### config.mk
export PLATFORM = sky130hd
export DESIGN_NAME = rat_controller_flat
export DESIGN_NICKNAME = d
export VERILOG_FILES = /design/src/rtl/rat_controller_if.sv /design/src/rtl/rat_controller.sv /design/src/flat_wrapper.sv
export SDC_FILE = /design/constraint.sdc
export NUM_CORES = 1
export LEC_CHECK = 0
export ABC_AREA = 1
export BUFFER_PORTS_ARGS = -buffer_cell sky130_fd_sc_hd__buf_4
export CAP_MARGIN = 10
export CORE_AREA = 3 3 40 42
export CTS_CLUSTER_SIZE = 8
export DETAILED_ROUTE_END_ITERATION = 10
export DIE_AREA = 0 0 43 45
export PLACE_DENSITY = 0.78
export SYNTH_ARGS = -nofsm -noshare
export SYNTH_HDL_FRONTEND = slang
export SYNTH_SLANG_ARGS = --single-unit
### constraint.sdc
create_clock -name clk -period 2.5 [get_ports clk]
set_clock_uncertainty 0.05 [all_clocks]
set_input_delay 0.375 -clock clk [delete_from_list [all_inputs] [get_ports clk]]
set_output_delay 0.375 -clock clk [all_outputs]
set_load 0.02 [all_outputs]
### src/rtl/rat_controller_if.sv
// Bundles the rat controller's command inputs, datapath status inputs and
// datapath control outputs. The master side is the controller; the slave
// side is the datapath plus whatever issues start/run.
interface rat_controller_if;
    // Commands and datapath status into the controller
    logic       start;
    logic       run;
    logic       co;
    logic       wall;
    logic       finish;
    logic       empty;
    logic       finishq;
    logic [1:0] counter_val;
    logic [1:0] pop_val;

    // Datapath controls out of the controller
    logic       rst_reg;
    logic       rst_counter;
    logic       rst_frontq;
    logic       ld_reg;
    logic       ld_counter;
    logic       ld_q;
    logic       inc_counter;
    logic       adder_sel;
    logic       inc_dec_sel;
    logic       x_sel;
    logic       y_sel;
    logic       pop;
    logic       push;
    logic       dequeue;
    logic       rd_mem;
    logic       wr_mem;
    logic       mem_din;
    logic [1:0] push_val;
    logic [1:0] counter_ld_val;

    // Status to the outside world
    logic       busy;
    logic       done;
    logic       fail;

    modport master (
        input  start, run, co, wall, finish, empty, finishq, counter_val, pop_val,
        output rst_reg, rst_counter, rst_frontq, ld_reg, ld_counter, ld_q,
               inc_counter, adder_sel, inc_dec_sel, x_sel, y_sel, pop, push,
               dequeue, rd_mem, wr_mem, mem_din, push_val, counter_ld_val,
               busy, done, fail
    );

    modport slave (
        output start, run, co, wall, finish, empty, finishq, counter_val, pop_val,
        input  rst_reg, rst_counter, rst_frontq, ld_reg, ld_counter, ld_q,
               inc_counter, adder_sel, inc_dec_sel, x_sel, y_sel, pop, push,
               dequeue, rd_mem, wr_mem, mem_din, push_val, counter_ld_val,
               busy, done, fail
    );
endinterface

### src/rtl/rat_controller.sv
// Sequencing FSM for the IntelligentRat maze solver. Runs a depth-first
// search from (0,0) to (15,15): each visited cell is marked as a wall, moves
// are pushed on the path stack, dead ends are undone by popping the stack
// and stepping back. A found path is copied to the replay queue and can be
// played back one move per cycle.
module rat_controller (
    input  logic             clk,
    input  logic             rst,
    rat_controller_if.master bus
);

    typedef enum logic [3:0] {
        S_IDLE,
        S_INIT,
        S_MARK,
        S_CHECK,
        S_NEXT,
        S_BACK,
        S_POP,
        S_SOLVED,
        S_REPLAY,
        S_FAIL
    } state_t;

    state_t     state_q;
    state_t     state_d;
    logic [3:0] dirCtl;
    logic [1:0] revDir;

    // Direction code to {adder_sel, inc_dec_sel, x_sel, y_sel}:
    // bit0 picks the axis (0 = x, 1 = y), bit1 picks the sign (0 = +1, 1 = -1).
    function automatic logic [3:0] decodeDir(input logic [1:0] d);
        return {~d[0], ~d[1], ~d[0], d[0]};
    endfunction

    // Stepping back out of a dead end is the move opposite to the one pushed.
    assign revDir = {~bus.pop_val[1], bus.pop_val[0]};

    // State register; reset drops straight to IDLE so all outputs go low at once
    always_ff @(posedge clk or posedge rst) begin
        if (rst) begin
            state_q <= S_IDLE;
        end else begin
            state_q <= state_d;
        end
    end

    // Next-state logic and every datapath control, all defaulted to 0 first
    always_comb begin
        state_d            = state_q;
        dirCtl             = 4'b0000;
        bus.rst_reg        = 1'b0;
        bus.rst_counter    = 1'b0;
        bus.rst_frontq     = 1'b0;
        bus.ld_reg         = 1'b0;
        bus.ld_counter     = 1'b0;
        bus.ld_q           = 1'b0;
        bus.inc_counter    = 1'b0;
        bus.pop            = 1'b0;
        bus.push           = 1'b0;
        bus.dequeue        = 1'b0;
        bus.rd_mem         = 1'b0;
        bus.wr_mem         = 1'b0;
        bus.mem_din        = 1'b0;
        bus.push_val       = 2'b00;
        bus.counter_ld_val = 2'b00;
        bus.busy           = 1'b0;
        bus.done           = 1'b0;
        bus.fail           = 1'b0;

        case (state_q)
            S_IDLE: begin
                if (bus.start) begin
                    state_d = S_INIT;
                end
            end

            S_INIT: begin
                bus.busy        = 1'b1;
                bus.rst_reg     = 1'b1;
                bus.rst_counter = 1'b1;
                bus.rst_frontq  = 1'b1;
                state_d         = S_MARK;
            end

            S_MARK: begin
                bus.busy        = 1'b1;
                bus.wr_mem      = 1'b1;
                bus.mem_din     = 1'b1;
                bus.rst_counter = 1'b1;
                if (bus.finish) begin
                    bus.ld_q = 1'b1;
                    state_d  = S_SOLVED;
                end else begin
                    state_d = S_CHECK;
                end
            end

            S_CHECK: begin
                bus.busy   = 1'b1;
                bus.rd_mem = 1'b1;
                dirCtl     = decodeDir(bus.counter_val);
                if (!bus.wall) begin
                    bus.ld_reg   = 1'b1;
                    bus.push     = 1'b1;
                    bus.push_val = bus.counter_val;
                    state_d      = S_MARK;
                end else begin
                    state_d = S_NEXT;
                end
            end

            S_NEXT: begin
                bus.busy = 1'b1;
                if (!bus.co) begin
                    bus.inc_counter = 1'b1;
                    state_d         = S_CHECK;
                end else begin
                    state_d = S_BACK;
                end
            end

            S_BACK: begin
                bus.busy = 1'b1;
                if (bus.empty) begin
                    state_d = S_FAIL;
                end else begin
                    state_d = S_POP;
                end
            end

            S_POP: begin
                bus.busy           = 1'b1;
                dirCtl             = decodeDir(revDir);
                bus.ld_reg         = 1'b1;
                bus.pop            = 1'b1;
                bus.ld_counter     = 1'b1;
                bus.counter_ld_val = bus.pop_val;
                state_d            = S_NEXT;
            end

            S_SOLVED: begin
                bus.done = 1'b1;
                if (bus.start) begin
                    state_d = S_INIT;
                end else if (bus.run) begin
                    state_d = S_REPLAY;
                end
            end

            S_REPLAY: begin
                bus.busy = 1'b1;
                bus.done = 1'b1;
                if (!bus.finishq) begin
                    bus.dequeue = 1'b1;
                end else begin
                    state_d = S_SOLVED;
                end
            end

            S_FAIL: begin
                bus.fail = 1'b1;
                if (bus.start) begin
                    state_d = S_INIT;
                end
            end

            default: begin
                state_d = S_IDLE;
            end
        endcase

        {bus.adder_sel, bus.inc_dec_sel, bus.x_sel, bus.y_sel} = dirCtl;
    end

endmodule

### src/flat_wrapper.sv
// flat-port wrapper written by rule: the top's interface ports become plain ports
module rat_controller_flat 
  (clk, rst, bus_start, bus_run, bus_co, bus_wall, bus_finish, bus_empty, bus_finishq, bus_counter_val, bus_pop_val, bus_rst_reg, bus_rst_counter, bus_rst_frontq, bus_ld_reg, bus_ld_counter, bus_ld_q, bus_inc_counter, bus_adder_sel, bus_inc_dec_sel, bus_x_sel, bus_y_sel, bus_pop, bus_push, bus_dequeue, bus_rd_mem, bus_wr_mem, bus_mem_din, bus_push_val, bus_counter_ld_val, bus_busy, bus_done, bus_fail);
  rat_controller_if bus_i ();
  input  logic clk;
  input  logic rst;
  input wire logic [$bits(bus_i.start)-1:0] bus_start;
  input wire logic [$bits(bus_i.run)-1:0] bus_run;
  input wire logic [$bits(bus_i.co)-1:0] bus_co;
  input wire logic [$bits(bus_i.wall)-1:0] bus_wall;
  input wire logic [$bits(bus_i.finish)-1:0] bus_finish;
  input wire logic [$bits(bus_i.empty)-1:0] bus_empty;
  input wire logic [$bits(bus_i.finishq)-1:0] bus_finishq;
  input wire logic [$bits(bus_i.counter_val)-1:0] bus_counter_val;
  input wire logic [$bits(bus_i.pop_val)-1:0] bus_pop_val;
  output wire logic [$bits(bus_i.rst_reg)-1:0] bus_rst_reg;
  output wire logic [$bits(bus_i.rst_counter)-1:0] bus_rst_counter;
  output wire logic [$bits(bus_i.rst_frontq)-1:0] bus_rst_frontq;
  output wire logic [$bits(bus_i.ld_reg)-1:0] bus_ld_reg;
  output wire logic [$bits(bus_i.ld_counter)-1:0] bus_ld_counter;
  output wire logic [$bits(bus_i.ld_q)-1:0] bus_ld_q;
  output wire logic [$bits(bus_i.inc_counter)-1:0] bus_inc_counter;
  output wire logic [$bits(bus_i.adder_sel)-1:0] bus_adder_sel;
  output wire logic [$bits(bus_i.inc_dec_sel)-1:0] bus_inc_dec_sel;
  output wire logic [$bits(bus_i.x_sel)-1:0] bus_x_sel;
  output wire logic [$bits(bus_i.y_sel)-1:0] bus_y_sel;
  output wire logic [$bits(bus_i.pop)-1:0] bus_pop;
  output wire logic [$bits(bus_i.push)-1:0] bus_push;
  output wire logic [$bits(bus_i.dequeue)-1:0] bus_dequeue;
  output wire logic [$bits(bus_i.rd_mem)-1:0] bus_rd_mem;
  output wire logic [$bits(bus_i.wr_mem)-1:0] bus_wr_mem;
  output wire logic [$bits(bus_i.mem_din)-1:0] bus_mem_din;
  output wire logic [$bits(bus_i.push_val)-1:0] bus_push_val;
  output wire logic [$bits(bus_i.counter_ld_val)-1:0] bus_counter_ld_val;
  output wire logic [$bits(bus_i.busy)-1:0] bus_busy;
  output wire logic [$bits(bus_i.done)-1:0] bus_done;
  output wire logic [$bits(bus_i.fail)-1:0] bus_fail;
  assign bus_i.start = bus_start;
  assign bus_i.run = bus_run;
  assign bus_i.co = bus_co;
  assign bus_i.wall = bus_wall;
  assign bus_i.finish = bus_finish;
  assign bus_i.empty = bus_empty;
  assign bus_i.finishq = bus_finishq;
  assign bus_i.counter_val = bus_counter_val;
  assign bus_i.pop_val = bus_pop_val;
  assign bus_rst_reg = bus_i.rst_reg;
  assign bus_rst_counter = bus_i.rst_counter;
  assign bus_rst_frontq = bus_i.rst_frontq;
  assign bus_ld_reg = bus_i.ld_reg;
  assign bus_ld_counter = bus_i.ld_counter;
  assign bus_ld_q = bus_i.ld_q;
  assign bus_inc_counter = bus_i.inc_counter;
  assign bus_adder_sel = bus_i.adder_sel;
  assign bus_inc_dec_sel = bus_i.inc_dec_sel;
  assign bus_x_sel = bus_i.x_sel;
  assign bus_y_sel = bus_i.y_sel;
  assign bus_pop = bus_i.pop;
  assign bus_push = bus_i.push;
  assign bus_dequeue = bus_i.dequeue;
  assign bus_rd_mem = bus_i.rd_mem;
  assign bus_wr_mem = bus_i.wr_mem;
  assign bus_mem_din = bus_i.mem_din;
  assign bus_push_val = bus_i.push_val;
  assign bus_counter_ld_val = bus_i.counter_ld_val;
  assign bus_busy = bus_i.busy;
  assign bus_done = bus_i.done;
  assign bus_fail = bus_i.fail;
  rat_controller u_core (.clk(clk), .rst(rst), .bus(bus_i));
endmodule
==> metrics.md <==
| Metric | Value |
|---|---|
| Cell Area, Synth | `534 um^2` |
| Post-place setup slack | `798 ps` |
| Gr usage total | `18.9%` |
| Layout cell share with drive strength beyond 1 | `38.6%` |
| Worst path required time | `2080 ps` |
| Initial Utilization | `41.6%` |
| Gr ovfl total | `0` |
| Vias in the first global route | `659` |
| Pre-antenna DRT Iters | `4` |
| Largest net degree at the start of global routing | `10` |
| Die ar. | `1940 um^2` |
| RD Place Congestion | `0.798` |
| DRC errors left | `0` |
| P&R area growth vs syn | `54.6%` |
| Std-Cell Core Area | `1280 um^2` |
| Die width | `43 um` |
| Final #Nets | `147` |
| Worst vdd ir | `0.494 mV` |
| Setup ws final | `503 ps` |
| Sequential cell area fraction in the yosys report | `18.7%` |
| Final ANT Viol Nets | `0` |
| Syn Nets | `109` |
| Status | `finished clean` |
| Post-cts sizing count | `0` |
| LEAKAGE | `0.565 nW` |
| Most common cell after layout, fill and taps aside | `buf_4` |
| Clock Sinks | `4` |
| P per Cell Area | `1140 nW/um^2` |
| Reg clk slew, reported paths | `40 ps` |
| Final slew viol count | `0` |
| Final setup viols | `0` |
| Max stage delay on crit path | `440 ps` |
| Mean Syn Cell Area | `5.57 um^2` |
| Hold Vio Cnt, Final | `0` |
| Slew HR | `78.2%` |
| First DRT Iteration DRCs | `20` |
| First-pass GRT wire length | `2.71 mm` |
| Clk Tree Root Cell | `clkbuf_4` |
| Final Critical Period | `2000 ps` |
| Post-DP HPWL | `1.38 mm` |
| Final WL | `1.70 mm` |
| Largest regs | `u_core.state_q: 4 flops` |
| TNS Setup | `0 ps` |
| Vias | `718` |
| I/O pins | `37` |
| CP max stage cell | `dfrtp_1` |
| Hold slack final | `392 ps` |
| Top reg by flops | `u_core.state_q` |
| Yosys cell types | `19` |
| Largest buffer count on any clock path | `2` |
| Delay-heaviest family, CP | `simple AND/OR/NAND/NOR gates` |
| Wire per inst | `11.5 um` |
| Crit path cell chain | `nor2_2 > nand2_1 > o22ai_1 > buf_4` |
| Syn Inst Count | `96` |
| H-tree levels | `1` |
| Dpl cells | `143` |
| Antenna violations before repair | `0` |
| Worst setup EP type | `output pin` |
| HP Class | `in2reg` |
| Buffers plus inverters on the worst setup path | `1` |
| F_max | `501 MHz` |
| Fin cells | `147` |
| Post-synthesis register bit count | `4` |
| RSZ-0062 raised after global routing | `false` |
| Die Height | `45 um` |
| I/O Buffers | `36` |
| Crit share post-route | `79.9%` |
| CP arrival | `1570 ps` |
| Kind of critical path | `reg2out` |
| Antenna cells | `0` |
| Most frequent cells in the layout | `buf_4 (36), nand2_1 (24), inv_1 (19)` |
| Crit path max fanout | `6` |
| Critical path launch point type | `flip-flop` |
| Clk_lat worst skew | `240 ps` |
| Worst-margin pin slew | `326 ps` |
| Post-CTS Setup Bufs | `0` |
| CTS tree | `done` |
| Drt via density | `4.88` |
| Number of max-cap violations | `0` |
| Number of cell rows | `13` |
| Ys Warns | `0` |
| Inserted Clock Buffers | `3` |
| Max reg flops | `4` |
## worst min-delay path, cell delays in order
cell and delay, ps:
buf_4 70, inv_1 40, nand4_1 90, nand2_1 50
## repair_timing
item	CTS	global route
setup endpoints to repair	0	0
hold buffers	1	0
hold endpoints to repair	4	0
## layout make-up
cell class	instances	area, um^2
timing repair buffer	37	280
multi-input combinational	66	322
fill	129	459
inverter	22	82.6
tap	15	18.8
sequential	4	100
clock buffer	3	22.5
## power by group
group          internal, mW  switching, mW  leakage (nW)
Combinational         0.270          0.458         0.500
Sequential           0.0926         0.0363        0.0512
Clock                0.0538         0.0286        0.0138
Total                 0.417          0.523         0.565
## kinds of logic after synthesis
group / count (synthesis) / synth area share, %
and+or+nand+nor: 57 / 50.6
buffers and inverters: 26 / 21.1
AOI/OAI and AO/OA: 9 / 9.60
DFF: 4 / 18.7
## synth_stat cells, drive strengths merged
library cell	number	share of area, %
a21oi	2	1.9
buf	4	5.6
dfrtp	4	19
inv	22	15
nand2	27	20
nand3	10	10
nand3b	1	1.4
nand4	1	1.2
nor2	17	16
nor2b	1	1.2
o21ai	3	2.8
o22ai	3	3.5
o31ai	1	1.4
## routing by layer
layer / wire length, um / share of wire [%] / GRT usage [%]
met5: 0 / 0 / 0
met4: 12 / 0.71 / 9.64
met3: 95 / 5.6 / 5.18
met2: 874 / 52 / 33.8
met1: 711 / 42 / 20.4
## worst paths after layout
| check | depth (start not counted) | start | end | slack [ps] |
|---|---|---|---|---|
| min in group asynchronous | 3 | rst | u_core.state_q[1] | 530 |
| worst max register to register | 7 | u_core.state_q[3] | u_core.state_q[2] | 1090 |
| worst min register to register | 2 | u_core.state_q[0] | u_core.state_q[0] | 520 |
| max in group asynchronous | 3 | rst | u_core.state_q[0] | 1710 |
| worst max-delay path | 4 | u_core.state_q[3] | bus_adder_sel | 500 |
| worst min-delay path | 4 | bus_run | u_core.state_q[2] | 390 |
## stage by stage
stage          utilization (%)  total power [mW]  cell area [um^2]
2_1_floorplan                -             0.612               534
3_3_place_gp              61.7             0.837               793
3_5_place_dp              61.7             0.850               793
4_1_cts                   64.3             0.936               826
5_1_grt                   64.3              1.00               826
6_report                  64.3             0.940               826
Note: power is estimated with default switching activity, not from simulation.
